[config.mk]
export PLATFORM = sky130hd
export DESIGN_NAME = aes_sbox_sched
export DESIGN_NICKNAME = d
export VERILOG_FILES = /design/src/rtl/aes_sbox_sched.sv
export SDC_FILE = /design/constraint.sdc
export NUM_CORES = 1
export LEC_CHECK = 0
export CAP_MARGIN = 10
export CORE_UTILIZATION = 41
export DETAILED_ROUTE_END_ITERATION = 10
export PLACE_DENSITY = 0.77
export SLEW_MARGIN = 15
export SYNTH_ARGS = -nofsm -noshare
export SYNTH_HDL_FRONTEND = slang
export SYNTH_SLANG_ARGS = --single-unit
[constraint.sdc]
create_clock -name clk -period 7.2 [get_ports clk]
set_input_delay 1.44 -clock clk [delete_from_list [all_inputs] [get_ports clk]]
set_output_delay 1.44 -clock clk [all_outputs]
set_load 0.03 [all_outputs]
[src/rtl/aes_sbox_sched.sv]
// Two-requester scheduler for a single pipelined AES S-box: serialises state (16 B)
// and key-schedule (4 B) jobs byte by byte. SBOX_SCHED_RR_EN selects round-robin ties.
module aes_sbox_sched #(
    parameter int SBOX_LAT = 2
) (
    input  logic         clk,
    input  logic         rst_n,
    input  logic         st_req,
    input  logic [127:0] st_data,
    output logic         st_ack,
    output logic         st_done,
    output logic [127:0] st_result,
    input  logic         ks_req,
    input  logic [31:0]  ks_word,
    output logic         ks_ack,
    output logic         ks_done,
    output logic [31:0]  ks_result,
    output logic [7:0]   sbox_in,
    input  logic [7:0]   sbox_out,
    output logic         busy
);

    typedef enum logic [1:0] {IDLE, ISSUE, DRAIN, DONE} state_t;

    typedef struct packed {
        logic       vld;
        logic [3:0] idx;
    } tag_t;

    state_t                 state_q, state_d;
    logic [127:0]           cap_q, cap_d;
    logic                   job_ks_q, job_ks_d;
    logic [3:0]             cnt_q, cnt_d;
    logic [1:0]             drain_q, drain_d;
    tag_t [SBOX_LAT-1:0]    tag_q, tag_d;
    logic                   st_ack_q, st_ack_d;
    logic                   ks_ack_q, ks_ack_d;
    logic                   st_done_q, st_done_d;
    logic                   ks_done_q, ks_done_d;
    logic                   busy_q, busy_d;
    logic [7:0]             sbox_in_q, sbox_in_d;
    logic [127:0]           st_res_q, st_res_d;
    logic [31:0]            ks_res_q, ks_res_d;
`ifdef SBOX_SCHED_RR_EN
    logic                   last_ks_q, last_ks_d;
`endif

    logic       grant_ks;
    logic [3:0] last_idx;
    logic [3:0] cnt_inc;
    tag_t       wb_tag;

    // Tie-break: round robin against the previous owner, or ks always wins.
`ifdef SBOX_SCHED_RR_EN
    assign grant_ks = ks_req & (~st_req | ~last_ks_q);
`else
    assign grant_ks = ks_req;
`endif

    assign last_idx = job_ks_q ? 4'd3 : 4'd15;
    assign cnt_inc  = cnt_q + 4'd1;
    assign wb_tag   = tag_q[SBOX_LAT-1];

    always_comb begin
        state_d   = state_q;
        cap_d     = cap_q;
        job_ks_d  = job_ks_q;
        cnt_d     = cnt_q;
        drain_d   = drain_q;
        st_ack_d  = 1'b0;
        ks_ack_d  = 1'b0;
        st_done_d = 1'b0;
        ks_done_d = 1'b0;
        sbox_in_d = 8'h00;
        st_res_d  = st_res_q;
        ks_res_d  = ks_res_q;
`ifdef SBOX_SCHED_RR_EN
        last_ks_d = last_ks_q;
`endif

        tag_d[0] = '0;
        for (int i = 1; i < SBOX_LAT; i++) begin
            tag_d[i] = tag_q[i-1];
        end

        // Tag at the S-box output names the byte slot sbox_out belongs to.
        if (wb_tag.vld) begin
            if (job_ks_q) ks_res_d[{wb_tag.idx[1:0], 3'b000} +: 8] = sbox_out;
            else          st_res_d[{wb_tag.idx, 3'b000} +: 8]      = sbox_out;
        end

        case (state_q)
            IDLE: begin
                if (st_req || ks_req) begin
                    state_d   = ISSUE;
                    job_ks_d  = grant_ks;
                    cnt_d     = 4'd0;
                    cap_d     = grant_ks ? {96'h0, ks_word} : st_data;
                    sbox_in_d = grant_ks ? ks_word[7:0] : st_data[7:0];
                    ks_ack_d  = grant_ks;
                    st_ack_d  = ~grant_ks;
`ifdef SBOX_SCHED_RR_EN
                    last_ks_d = grant_ks;
`endif
                end
            end
            ISSUE: begin
                tag_d[0] = '{vld: 1'b1, idx: cnt_q};
                if (cnt_q == last_idx) begin
                    state_d = DRAIN;
                    drain_d = 2'd0;
                end else begin
                    cnt_d     = cnt_inc;
                    sbox_in_d = cap_q[{cnt_inc, 3'b000} +: 8];
                end
            end
            DRAIN: begin
                if (drain_q == 2'(SBOX_LAT - 1)) begin
                    state_d   = DONE;
                    ks_done_d = job_ks_q;
                    st_done_d = ~job_ks_q;
                end else begin
                    drain_d = drain_q + 2'd1;
                end
            end
            DONE: begin
                state_d = IDLE;
            end
            default: state_d = IDLE;
        endcase

        busy_d = (state_d != IDLE);
    end

    always_ff @(posedge clk) begin
        if (!rst_n) begin
            state_q   <= IDLE;
            cap_q     <= '0;
            job_ks_q  <= 1'b0;
            cnt_q     <= '0;
            drain_q   <= '0;
            tag_q     <= '0;
            st_ack_q  <= 1'b0;
            ks_ack_q  <= 1'b0;
            st_done_q <= 1'b0;
            ks_done_q <= 1'b0;
            busy_q    <= 1'b0;
            sbox_in_q <= '0;
            st_res_q  <= '0;
            ks_res_q  <= '0;
`ifdef SBOX_SCHED_RR_EN
            last_ks_q <= 1'b0;
`endif
        end else begin
            state_q   <= state_d;
            cap_q     <= cap_d;
            job_ks_q  <= job_ks_d;
            cnt_q     <= cnt_d;
            drain_q   <= drain_d;
            tag_q     <= tag_d;
            st_ack_q  <= st_ack_d;
            ks_ack_q  <= ks_ack_d;
            st_done_q <= st_done_d;
            ks_done_q <= ks_done_d;
            busy_q    <= busy_d;
            sbox_in_q <= sbox_in_d;
            st_res_q  <= st_res_d;
            ks_res_q  <= ks_res_d;
`ifdef SBOX_SCHED_RR_EN
            last_ks_q <= last_ks_d;
`endif
        end
    end

    assign st_ack    = st_ack_q;
    assign ks_ack    = ks_ack_q;
    assign st_done   = st_done_q;
    assign ks_done   = ks_done_q;
    assign st_result = st_res_q;
    assign ks_result = ks_res_q;
    assign sbox_in   = sbox_in_q;
    assign busy      = busy_q;

endmodule

---- Yosys cells after proc, flatten, opt, wreduce, memory -nomap -nowiden ----
Cells that the tools add are included.
Widths: inputs -> output; s select.
storage, ports and cells
  register bits ........................... 320
  latch bits .............................. 0
  memory bits (writable) .................. 0
  memory bits (read-only) ................. 0
  output and inout bits ................... 173
  word-level logic and storage cells ...... 69
  memories kept ........................... 0
cells by class
  $add $sub $neg .......................... 4
  multiply operators ...................... 0
  div/mod/pow operators ................... 0
  order comparisons ....................... 0
  equal/unequal tests ..................... 9
  shift operators ......................... 5
  mux-type cells .......................... 19
  bitwise operators ....................... 2
  reduce and logical (&&, ||, !) cells .... 13
operators with widths
  operator                 count
  $bwmux 128               1
  $mux 128                 1
  $shift 8x9->128 const A  1
  $shiftx 128x8->8         1
  $shiftx 8x9->128         1
  $bwmux 32                1
  $shift 8x7->32 const A   1
  $shiftx 8x7->32          1
  $mux 8                   3
  $pmux 8 s2               1
  $mux 4                   3
  $reduce_and 3->1         4
  $mux 2                   5
  $neg 7->9                1
  $ne 2x2->1 const B       4
  $pmux 2 s4               1
  $pmux 4 s2               1
  $reduce_and 2->1         4
  $neg 5->7                1
  $reduce_bool 2->1        3
  $mux 5                   1
  $add 4x1->4 const B      1
  $eq 2x1->1 const B       2
  $eq 2x2->1 const B       2
  6 further kinds          7

---- Depth between registers and ports, before layout ----
Gate-level depths: netlist (run 1).
  depth after elaboration ................. 5
  gate-level depth with buffers ........... 11
  mapped depth without buffers ............ 7

---- Worst setup path after synthesis (run 1) ----
OpenSTA, ideal clock, no wires.
  kind .................................... input port to flip-flop
  from .................................... input port ks_req
  to ...................................... register cap_q[10]
  library setup time ...................... 0.086 ns
  data arrival time ....................... 2.739 ns
  data required time ...................... 7.114 ns
  setup slack ............................. 4.376 ns
  stages on the path ...................... 7
  path buffers ............................ 3
  path through ............................ clkbuf_1 > nor2_1 > nor2b_1 > clkbuf_1 > buf_1 > nor2_1 > a211oi_1
between the ends
  cells in the longest elaborated chain, start to end .. 2
ends and longest elaborated chain
  item                        line  source
  from (decl)                 13    input logic ks_req,
  $logic_or 1x1->1            94    if (st_req || ks_req) begin
  $reduce_and 2->1 (no line)  -
  to (signal assigned)        156   cap_q <= cap_d;
  to (decl)                   31    logic [127:0] cap_q, cap_d;
Several ways; a longest one is shown, not always the timed one.
A chain may end at the register's enable or synchronous reset.

---- Worst setup path in the final report (run 1) ----
  from .................................... input port rst_n
  to ...................................... register ks_res_q[21] (netlist: ks_result[21])
RTL lines
  item                  line  source
  from (decl)           7     input logic rst_n,
  to (signal assigned)  168   ks_res_q <= ks_res_d;
  to (decl)             43    logic [31:0] ks_res_q, ks_res_d;
No word-level cell between the ends.

==> impl_summary.log, run 1 <==
INFO  metric status = finished, final reports clean
INFO  metric multi_input_area = 5760 um^2
INFO  metric tritoncts_clock_tree = yes
INFO  metric drt_pre_antenna_iters = 5
INFO  metric drcViolationCount = 0
INFO  metric postSynthCellCount = approximately 1.2k
INFO  metric crit_path_cell_trace = clkdlybuf4s50_1, inv_6, buf_4, nor2_1
INFO  metric fin_worst_skew = roughly 0.011 ns
INFO  metric area.growth.synth_to_final = 37.9%
INFO  metric ir_drop = 155 uV
INFO  metric synth_area_per_cell = 10.5 um^2
INFO  metric report.power.total = 4030 uW
INFO  metric ctsResizeCount = 0
INFO  metric drv_cap = 0
INFO  metric synth_fp_nets = between 1k and 1.5k
INFO  metric setup_slack = 3.29 ns
INFO  metric first_global_vias = 9,947
INFO  metric post_drt_wl_per_cell = between 15 and 20 um
INFO  metric cp-end-kind = flip-flop
INFO  metric worst_hold_path_type = reg2reg
INFO  metric reg2reg_slack = about 3.8 ns
INFO  metric timing.critical_path.from_type = input pin
INFO  metric clk_pin_slew_worst_paths = 0.06 ns
INFO  metric cts.htree.levels = 2
INFO  metric coreArea = approximately 30,000 um^2
INFO  metric synth-edff-count = 0
INFO  metric antenna_left = 0
INFO  metric synth_cell_types = 51
INFO  metric layout_min_cycle_time = 3.91 ns
INFO  metric starting_utilization_of_the_core_area = 0.421
INFO  metric mappedNetlistArea = 12,600 um^2
INFO  metric worst-r2r-cell-count = 7
INFO  metric post_cts_buffers = 0
INFO  metric post_cts_hold_buffer_count = 0
INFO  metric crit_required = ~7.5 ns
INFO  metric number_of_pins_exceeding_their_max_slew_limit_in_the_final_report = 0
INFO  metric initial_detailed_routing_violation_count = 752
INFO  metric slew_headroom = 0.300
INFO  metric grt_overflow_total = 0
INFO  metric clkLatencyLatePin = 0.50 ns
INFO  metric die-area = 31,500 um^2
INFO  metric reg2reg_from = tag_q[5]
INFO  metric final_net_count = approximately 1.7k
INFO  metric dp_slack = roughly 2.9 ns
INFO  metric io-pin-count = 345
INFO  metric dieWidth = 177 um
INFO  metric ratio_of_cells_with_drive_above_1_in_the_final_layout = 0.0761
INFO  metric setup_tns = 0 ns
INFO  metric worstSetupStartpoint = rst_n
INFO  metric timing_worst_slew_pin_value = 1.05 ns
INFO  metric chipHeight = about 180 um
INFO  metric dominantRegCellSynth = sky130_fd_sc_hd__dfxtp_1
INFO  metric setup.worst_path.class = in2reg
INFO  metric critical_path_peak_fanout = between 100 and 150
INFO  metric synth-seq-cells = 320
INFO  metric fillcell_total = 2,502
INFO  metric cts_max_path_buffers = 3
INFO  metric register_area = roughly 6400 um^2
INFO  metric num_antenna_cells = 0
INFO  metric power_per_cell_area = 232 nW/um^2
INFO  metric grt_use_total = 0.225
INFO  metric number_of_clock_sinks = 320
INFO  metric cp_data_arrival_time = 4.25 ns
INFO  metric grt_max_degree = 113
INFO  metric holdPathStages = 1
INFO  metric postSynth.asyncResetShare = 0
INFO  metric portBuffers = 344
INFO  metric finalHoldViolations = 0
INFO  metric timing.fmax = 255 MHz
INFO  metric tritoncts.num_buffers = 34
INFO  metric timing.final.setup_violations = 0
INFO  metric grt_setup_unrepaired = no
INFO  metric whs_endpoint = tag_q[6]
INFO  metric via_per_inst = 5.42
INFO  metric worst_path_largest_cell_delay = 0.90 ns
INFO  metric final_min_period_over_clock_period = 0.544
INFO  metric dr_total_vias = 10.3k
INFO  metric clock-root-buffer = sky130_fd_sc_hd__clkbuf_16
INFO  metric yosysSeqAreaShare = 0.508
INFO  metric gp_congestion = 0.812
INFO  metric grt_antenna_before_repair = 0
INFO  metric place.detailed.hpwl = 25.6 mm
INFO  metric worstReg2RegEnd = st_result[91]
INFO  metric route.final.wire_length = 36.2 mm
INFO  metric power_leakage = just under 0.007 uW
INFO  metric yosys_warnings = 0
INFO  metric worst_hold_startpoint = tag_d[6]
INFO  metric grt_pass1_wl = ~55 mm
INFO  metric timing.critical_path.slowest_stage_cell = sky130_fd_sc_hd__buf_4
INFO  metric rows = 63
INFO  metric final_core_utilization = 0.581
critical path, delay by kind of cell:
family | cells | cell delay [ns]
buf+inv | 3 | 2.46
simple gates | 1 | 0.13
power breakdown:
| group | leakage [uW] | internal (uW) | switching (uW) |
|---|---|---|---|
| logic | 0.00372 | 191 | 192 |
| registers | 0.00260 | 1820 | 28.4 |
| clock network | 0.000567 | 1110 | 696 |
| total | 0.00689 | 3120 | 916 |
per-stage QoR:
step                      instances  instance area (um^2)  hold WS (ns)
after CTS                      1901                 17400         0.457
after global placement         1843                 16200         0.444
after global routing           1901                 17400         0.468
final                          1901                 17400         0.451
after floorplan                1199                 12600         0.412
after detailed placement       1843                 16200         0.448
registers in the layout, indices dropped and copies added, names as in the netlist, 2 cells and up:
name	cells
cap_q	128
cnt_q	4
state_q	2
ks_result	32
tag_q	5
st_result	128
sbox_in	8
tag_d	5
drain_q	2
synthesized netlist by cell type, types with 9 or more instances:
master                     number  area (um^2)
sky130_fd_sc_hd__dfxtp_1      320         6410
sky130_fd_sc_hd__nor2_1       207          777
sky130_fd_sc_hd__mux2i_1      152         1520
sky130_fd_sc_hd__a22o_1        81          709
sky130_fd_sc_hd__clkbuf_1      70          263
sky130_fd_sc_hd__a22oi_1       64          480
sky130_fd_sc_hd__a211oi_1      32          240
sky130_fd_sc_hd__mux4_2        32          721
sky130_fd_sc_hd__nand2_1       28          105
sky130_fd_sc_hd__nand3_1       28          140
sky130_fd_sc_hd__and3_1        23          144
sky130_fd_sc_hd__buf_2         21          105
sky130_fd_sc_hd__a21oi_1       20          100
sky130_fd_sc_hd__o21ai_1       13         65.1
sky130_fd_sc_hd__buf_1         11         41.3
sky130_fd_sc_hd__ha_1          10          125
sky130_fd_sc_hd__inv_1          9         33.8
per-layer routing:
metal / track usage / up-vias / share of wire
met3: 0.0561 / 55 / 0.078
met2: 0.382 / 406 / 0.48
li1: - / 4919 / -
met4: 0.0759 / 0 / 0.028
met5: 0 / - / 0
met1: 0.276 / 4918 / 0.42
worst max-delay path by stage:
stage | depth (start not counted) | slack (ns) | endpoint
global placement | 4 | 2.98 | st_result[51]
detailed placement | 4 | 2.87 | st_result[5]
CTS | 4 | 3.39 | ks_result[21]
floorplan | 7 | 4.38 | cap_q[10]
global route | 4 | 3.13 | ks_result[26]
finish | 4 | 3.29 | ks_result[21]
kinds of logic (layout without fill, tap and decap cells):
logic type	after synthesis	count (layout)	share of synthesized area
AND/OR/NAND/NOR	333	333	0.122
flip-flops	320	320	0.508
AO/OA/AOI/OAI	232	232	0.141
multiplexers	185	185	0.179
buffers and inverters	115	427	0.0381
adder cells (fa/ha/maj)	10	10	0.00991
XOR/XNOR	4	4	0.00278
placed cells by master, fill, tap and decap left out, drive strengths merged, types with 7 or more instances in the layout:
cell           instances
a21oi                 20
buf                   16
dfxtp                320
nor3                   8
nand2                 29
mux4                  32
inv                   11
nand2b                 7
o22a                   8
and2                   7
a211oi                32
clkdlybuf4s50        343
mux2i                152
nand3                 28
nor2                 207
a22oi                 64
and3                  23
ha                    10
a22o                  81
clkbuf                49
o21ai                 14
final cells by class:
type                       instances  share of cell area
sequential                       320               0.368
timing repair buffer             359               0.204
tap                              390              0.0280
clock inverter                     9             0.00856
clock buffer                      49              0.0574
inverter                          10             0.00245
multi-input combinational        764               0.331
No activity file was read; power rests on OpenSTA's default activity.
==> run 2, diff against run 1 <==
- PLACE_DENSITY: 0.77 -> 0.79
- clock period: 7.2 -> 3.44 ns (I/O delays scaled with it)
==> run 2 against run 1 <==
  * Global-route usage grew 0.65 points
  * Combinational power grew 120%
  * Core utilization grew 0.40 points
  * Power grew 110%
  * Routed wire length grew 1.9%
  * Worst setup slack lost 2.6 ns
  * Clock skew grew 0.00088 ns
  * Critical endpoint is now st_result[124]
  * Largest cell class unchanged
  * Largest power group unchanged
==> impl_summary.log, run 2 (same netlist as run 1, synthesis figures left out) <==
INFO  metric final_min_period_over_clock_period = 0.791
INFO  metric ctsResizeCount = 0 (unchanged)
INFO  metric grt_max_degree = 160 (+42%)
INFO  metric place.detailed.hpwl = 26.1 mm (+1.9%)
INFO  metric ir_drop = 351 uV (+130%)
INFO  metric cts_max_path_buffers = 3 (unchanged)
INFO  metric fillcell_total = 2,495 (-0.28%)
INFO  metric layout_common_cells = sky130_fd_sc_hd__clkdlybuf4s50_1, sky130_fd_sc_hd__dfxtp_1, sky130_fd_sc_hd__nor2_1, sky130_fd_sc_hd__mux2i_1, sky130_fd_sc_hd__a22o_1
INFO  metric most_common_library_cell_in_the_layout_ignoring_fill_and_taps = sky130_fd_sc_hd__clkdlybuf4s50_1
INFO  metric worst_hold_startpoint = tag_d[5]
INFO  metric number_of_clock_sinks = 320 (unchanged)
INFO  metric timing.final.setup_violations = 0 (unchanged)
INFO  metric power_leakage = 0.00695 uW (+0.89%)
INFO  metric grt_use_total = 0.231 (+0.00649)
INFO  metric dr_total_vias = 10.4k (+1.4%)
INFO  metric via_per_inst = 5.44 (+0.51%)
INFO  metric crit_required = 3.80 ns (-3.73 ns)
INFO  metric die-area = 31,500 um^2 (unchanged)
INFO  metric drcViolationCount = 0 (unchanged)
INFO  metric timing.fmax = 367 MHz
INFO  metric cp-end-kind = flip-flop
INFO  metric gp_congestion = 0.878 (+8.0%)
INFO  metric antenna_left = 0 (unchanged)
INFO  metric fin_worst_skew = 0.0115 ns (+0.000877 ns)
INFO  metric area.growth.synth_to_final = 38.8%
INFO  metric holdPathStages = 1 (unchanged)
INFO  metric timing.critical_path.from_type = flip-flop
INFO  metric worstReg2RegEnd = st_result[124]
INFO  metric post_drt_wl_per_cell = 19.2 um (+1.0%)
INFO  metric chipHeight = 177 um (unchanged)
INFO  metric report.power.total = 8310 uW (+110%)
INFO  metric finalHoldViolations = 0 (unchanged)
INFO  metric drv_cap = 0 (unchanged)
INFO  metric ratio_of_cells_with_drive_above_1_in_the_final_layout = 0.0838 (+0.00772)
INFO  metric grt_setup_unrepaired = no
INFO  metric portBuffers = 344 (unchanged)
INFO  metric num_antenna_cells = 0 (unchanged)
INFO  metric route.final.wire_length = 36.9 mm (+1.9%)
INFO  metric worst_hold_path_type = reg2reg
INFO  metric cts.htree.levels = 2 (unchanged)
INFO  metric tritoncts_clock_tree = yes
INFO  metric setup_tns = 0 ns (unchanged)
INFO  metric setup.worst_path.class = reg2reg
INFO  metric rows = 63 (unchanged)
INFO  metric number_of_pins_exceeding_their_max_slew_limit_in_the_final_report = 0 (unchanged)
INFO  metric grt_overflow_total = 0 (unchanged)
INFO  metric grt_pass1_wl = 56.8 mm (+2.7%)
INFO  metric grt_antenna_before_repair = 0 (unchanged)
INFO  metric cp_data_arrival_time = 3.08 ns (-1.17 ns)
INFO  metric clk_pin_slew_worst_paths = 0.06 ns (about the same)
INFO  metric post_cts_hold_buffer_count = 0 (unchanged)
INFO  metric reg2reg_from = tag_q[6]
INFO  metric timing_worst_slew_pin_value = 0.782 ns (-0.268 ns)
INFO  metric first_global_vias = 10.2k (+3.0%)
INFO  metric initial_detailed_routing_violation_count = 676 (-10%)
INFO  metric tritoncts.num_buffers = 35 (+2.9%)
INFO  metric final_net_count = 1,685 (+0.84%)
INFO  metric worst-r2r-cell-count = 7 (unchanged)
INFO  metric status = finished, final reports clean
INFO  metric power_per_cell_area = 474 nW/um^2 (+100%)
INFO  metric drt_pre_antenna_iters = 5 (unchanged)
INFO  metric io-pin-count = 345 (unchanged)
INFO  metric clkLatencyLatePin = 0.51 ns (about the same)
INFO  metric coreArea = 30,000 um^2 (unchanged)
INFO  metric reg2reg_slack = 0.72 ns (-3.11 ns)
INFO  metric starting_utilization_of_the_core_area = 0.421 (unchanged)
INFO  metric dieWidth = 177 um (unchanged)
INFO  metric whs_endpoint = tag_q[5]
INFO  metric clock-root-buffer = sky130_fd_sc_hd__clkbuf_16
INFO  metric critical_path_peak_fanout = 10 (-91%)
INFO  metric post_cts_buffers = 0 (unchanged)
INFO  metric slew_headroom = 0.478 (+0.178)
INFO  metric layout_min_cycle_time = approximately 2.7 ns
run 2: worst max-delay path by stage:
stage                     startpoint              to  slack (ns)
after floorplan             tag_q[5]  st_result[127]        0.84
after global placement         rst_n            busy        0.77
after global routing        tag_q[6]   st_result[88]        0.46
after CTS                   tag_q[6]  st_result[124]        0.73
after detailed placement       rst_n            busy        0.73
final                       tag_q[6]  st_result[124]        0.72
run 2: routing by layer:
layer	vias to the layer above	share of wire	global-route usage
met2	459	0.49	0.398
met3	67	0.080	0.0538
met4	0	0.030	0.0791
met5	-	0	0
li1	4936	-	-
met1	4976	0.40	0.282
run 2: stage by stage:
step	cells	cell area, um^2	setup WS [ns]	hold slack, ns	util
floorplan	1199	12600	0.836	0.412	-
global placement	1856	16400	0.769	0.435	0.547
detailed placement	1856	16400	0.733	0.420	0.547
CTS	1917	17500	0.729	0.434	0.585
global route	1917	17500	0.457	0.462	0.585
finish	1917	17500	0.718	0.433	0.585
run 2: where the power goes:
group / switching [uW] / total, uW / internal [uW]
combinational: 409 / 825 / 416
clock: 1460 / 3610 / 2150
sequential: 61.7 / 3870 / 3810
run 2: cell type report:
class / count / area [um^2] / share of cell area
well taps: 390 / 488 / 0.0279
clock buffers: 52 / 1030 / 0.0589
repair buffers: 372 / 3700 / 0.211
flip-flops and latches: 320 / 6410 / 0.366
inverters: 10 / 42.5 / 0.00243
clock inverters: 9 / 90.1 / 0.00514
multi-input cells: 764 / 5760 / 0.329
run 2: worst max-delay path, cell delays in order, from the launching register on:
cell                       delay (ns)
sky130_fd_sc_hd__dfxtp_1         0.45
sky130_fd_sc_hd__inv_1           0.12
sky130_fd_sc_hd__ha_1            0.31
sky130_fd_sc_hd__nand2b_1        0.31
sky130_fd_sc_hd__a21oi_1         0.47
sky130_fd_sc_hd__or3b_1          0.63
sky130_fd_sc_hd__mux2i_1         0.23
sky130_fd_sc_hd__nor2_1          0.06
==> run 3, diff against run 2 <==
- clock period: 3.44 -> 2.3 ns (I/O delays scaled with it)
==> run 3 against run 2 <==
  * Fmax grew 28%
  * Highest routed layer is now met5
  * First-iteration DRC count shrank 12%
  * Non-clock buffer count grew 36
  * Cell area grew 2.0%
  * Via count grew 3.1%
  * Sequential power grew 50%
  * Clock skew grew 0.0023 ns
  * Power grew 51%
  * Cell count grew 1.8%
==> impl_summary.log, run 3 (same netlist as run 1, synthesis figures left out) <==
INFO  metric cts.htree.levels = 2 (unchanged)
INFO  metric reg2reg_from = tag_q[6]
INFO  metric clkLatencyLatePin = 0.51 ns (about the same)
INFO  metric grt_use_total = 0.242 (+0.0107)
INFO  metric report.power.total = 12,500 uW (+51%)
INFO  metric cts_max_path_buffers = 3 (unchanged)
INFO  metric die-area = 31,500 um^2 (unchanged)
INFO  metric coreArea = 30,000 um^2 (unchanged)
INFO  metric route.final.wire_length = 38.4 mm (+4.0%)
INFO  metric drv_cap = 0 (unchanged)
INFO  metric grt_setup_unrepaired = no
INFO  metric timing_worst_slew_pin_value = 0.824 ns (+0.0415 ns)
INFO  metric dr_total_vias = 10.8k (+3.1%)
INFO  metric cell_internal_power = 9610 uW (+51%)
INFO  metric number_of_clock_sinks = 320 (unchanged)
INFO  metric final_min_period_over_clock_period = 0.923 (+0.131)
INFO  metric final_core_utilization = 0.596 (+0.0114)
INFO  metric worst_hold_path_type = in2reg
INFO  metric power_frac_clock = 0.435 (about the same)
INFO  metric ratio_of_cells_with_drive_above_1_in_the_final_layout = 0.111 (+0.0270)
INFO  metric grt_max_degree = 163 (+1.9%)
INFO  metric chipHeight = 177 um (unchanged)
INFO  metric layout_min_cycle_time = 2.12 ns (-0.600 ns)
INFO  metric slew_headroom = 0.451 (-0.0273)
INFO  metric power_per_cell_area = 702 nW/um^2 (+48%)
INFO  metric drt_pre_antenna_iters = 5 (unchanged)
INFO  metric area.growth.synth_to_final = 41.5%
INFO  metric power.sequential.fraction = 0.462 (-0.004)
INFO  metric ir_drop = 501 uV (+43%)
INFO  metric tritoncts_clock_tree = yes
INFO  metric critical_path_peak_fanout = 13 (+3)
INFO  metric first_global_vias = 10.6k (+3.9%)
INFO  metric clk_pin_slew_worst_paths = 0.06 ns (about the same)
INFO  metric final_net_count = 1,720 (+2.1%)
INFO  metric dieWidth = 177 um (unchanged)
INFO  metric post_cts_hold_buffer_count = 0 (unchanged)
INFO  metric crit_required = 2.66 ns (-1.14 ns)
INFO  metric instances_no_fill = 1,951 (+1.8%)
INFO  metric status = finished, final reports clean
INFO  metric finalHoldViolations = 0 (unchanged)
INFO  metric worstSetupStartpoint = tag_q[6]
INFO  metric clock-root-buffer = sky130_fd_sc_hd__clkbuf_16
INFO  metric worst-r2r-cell-count = 8 (+1)
INFO  metric starting_utilization_of_the_core_area = 0.421 (unchanged)
INFO  metric post_cts_buffers = 0 (unchanged)
INFO  metric worstReg2RegEnd = st_result[116]
INFO  metric place.detailed.hpwl = 27.7 mm (+5.9%)
INFO  metric fin_worst_skew = 0.0138 ns (+0.00234 ns)
INFO  metric portBuffers = 344 (unchanged)
INFO  metric detailed_place.area = 16,700 um^2 (+2.0%)
INFO  metric grt_antenna_before_repair = 2 (+2)
INFO  metric pwr-share-comb = 0.103 (+0.004)
INFO  metric initial_detailed_routing_violation_count = 594 (-12%)
INFO  metric rows = 63 (unchanged)
INFO  metric drcViolationCount = 0 (unchanged)
INFO  metric timing.critical_path.from_type = flip-flop
INFO  metric timing.final.setup_violations = 0 (unchanged)
INFO  metric p_sw = 2930 uW (+52%)
INFO  metric post_drt_wl_per_cell = 19.7 um (+2.2%)
INFO  metric most_common_library_cell_in_the_layout_ignoring_fill_and_taps = sky130_fd_sc_hd__clkdlybuf4s50_1
INFO  metric number_of_pins_exceeding_their_max_slew_limit_in_the_final_report = 0 (unchanged)
INFO  metric grt_overflow_total = 0 (unchanged)
INFO  metric grt_pass1_wl = 59.2 mm (+4.1%)
INFO  metric cp_data_arrival_time = 2.48 ns (-0.60 ns)
INFO  metric timing.fmax = 471 MHz (+28%)
INFO  metric cp-end-kind = flip-flop
INFO  metric fillcell_total = 2,448 (-1.9%)
INFO  metric power_leakage = 0.00714 uW (+2.8%)
INFO  metric setup_tns = 0 ns (unchanged)
INFO  metric sw_frac_of_total = 0.234 (+0.00173)
INFO  metric gp_congestion = 0.890 (+1.4%)
INFO  metric layout_common_cells = sky130_fd_sc_hd__clkdlybuf4s50_1, sky130_fd_sc_hd__dfxtp_1, sky130_fd_sc_hd__nor2_1, sky130_fd_sc_hd__mux2i_1, sky130_fd_sc_hd__a22o_1
INFO  metric setup.worst_path.class = reg2reg
INFO  metric ctsResizeCount = 0 (unchanged)
INFO  metric reg2reg_slack = 0.18 ns (-0.54 ns)
INFO  metric tritoncts.num_buffers = 34 (-2.9%)
INFO  metric worst_hold_startpoint = ks_req
INFO  metric placed_cells = 1,892 (+1.9%)
INFO  metric io-pin-count = 345 (unchanged)
INFO  metric crit_path_capture = st_result[116]
INFO  metric via_per_inst = 5.52 (+1.3%)
INFO  metric num_antenna_cells = 0 (unchanged)
INFO  metric antenna_left = 0 (unchanged)
INFO  metric final_area = 17,900 um^2 (+2.0%)
run 3: how the worst min path moves through the flow:
stage	endpoint	slack, ns	cells after the start
after global placement	st_result[31]	0.44	2
final	cap_q[5]	0.46	3
after CTS	cap_q[5]	0.44	3
after global routing	st_result[94]	0.48	2
after floorplan	tag_q[5]	0.41	1
after detailed placement	tag_q[9]	0.45	1
run 3: layout make-up:
cell class / count / area [um^2] / share of cell area
multi-input combinational: 764 / 5790 / 0.324
sequential: 320 / 6410 / 0.359
tap: 390 / 488 / 0.0273
timing repair buffer: 408 / 4010 / 0.224
clock inverter: 11 / 133 / 0.00743
inverter: 10 / 42.5 / 0.00238
clock buffer: 48 / 993 / 0.0556
run 3: layer usage:
metal | track usage | vias to the layer above | share of wire
met1 | 0.286 | 5160 | 0.40
met3 | 0.0593 | 85 | 0.082
met4 | 0.105 | 2 | 0.040
met2 | 0.414 | 498 | 0.48
li1 | - | 5015 | -
met5 | 0 | - | 0.00029
run 3: critical path, stage by stage (launching register included):
cell and delay [ns]:
sky130_fd_sc_hd__dfxtp_1 0.34, sky130_fd_sc_hd__inv_1 0.08, sky130_fd_sc_hd__ha_1 0.29, sky130_fd_sc_hd__buf_4 0.18, sky130_fd_sc_hd__nand2b_1 0.22, sky130_fd_sc_hd__nor2_1 0.14, sky130_fd_sc_hd__nand3_1 0.33, sky130_fd_sc_hd__a22oi_1 0.33
sky130_fd_sc_hd__nor2_1 0.06
run 3: per-stage QoR:
step	hold WS [ns]	worst slack, ns
2_1_floorplan	0.412	0.0206
3_3_place_gp	0.442	0.165
3_5_place_dp	0.450	0.111
4_1_cts	0.435	0.104
5_1_grt	0.478	0.0299
6_report	0.459	0.178
run 3: power by group through the flow:
stage	clock network, uW	logic, uW	registers [uW]
6_report	5460	1290	5800
5_1_grt	5770	1380	5810
4_1_cts	5550	1290	5790
3_5_place_dp	0	1280	5910
3_3_place_gp	0	1270	5910
2_1_floorplan	0	637	5920
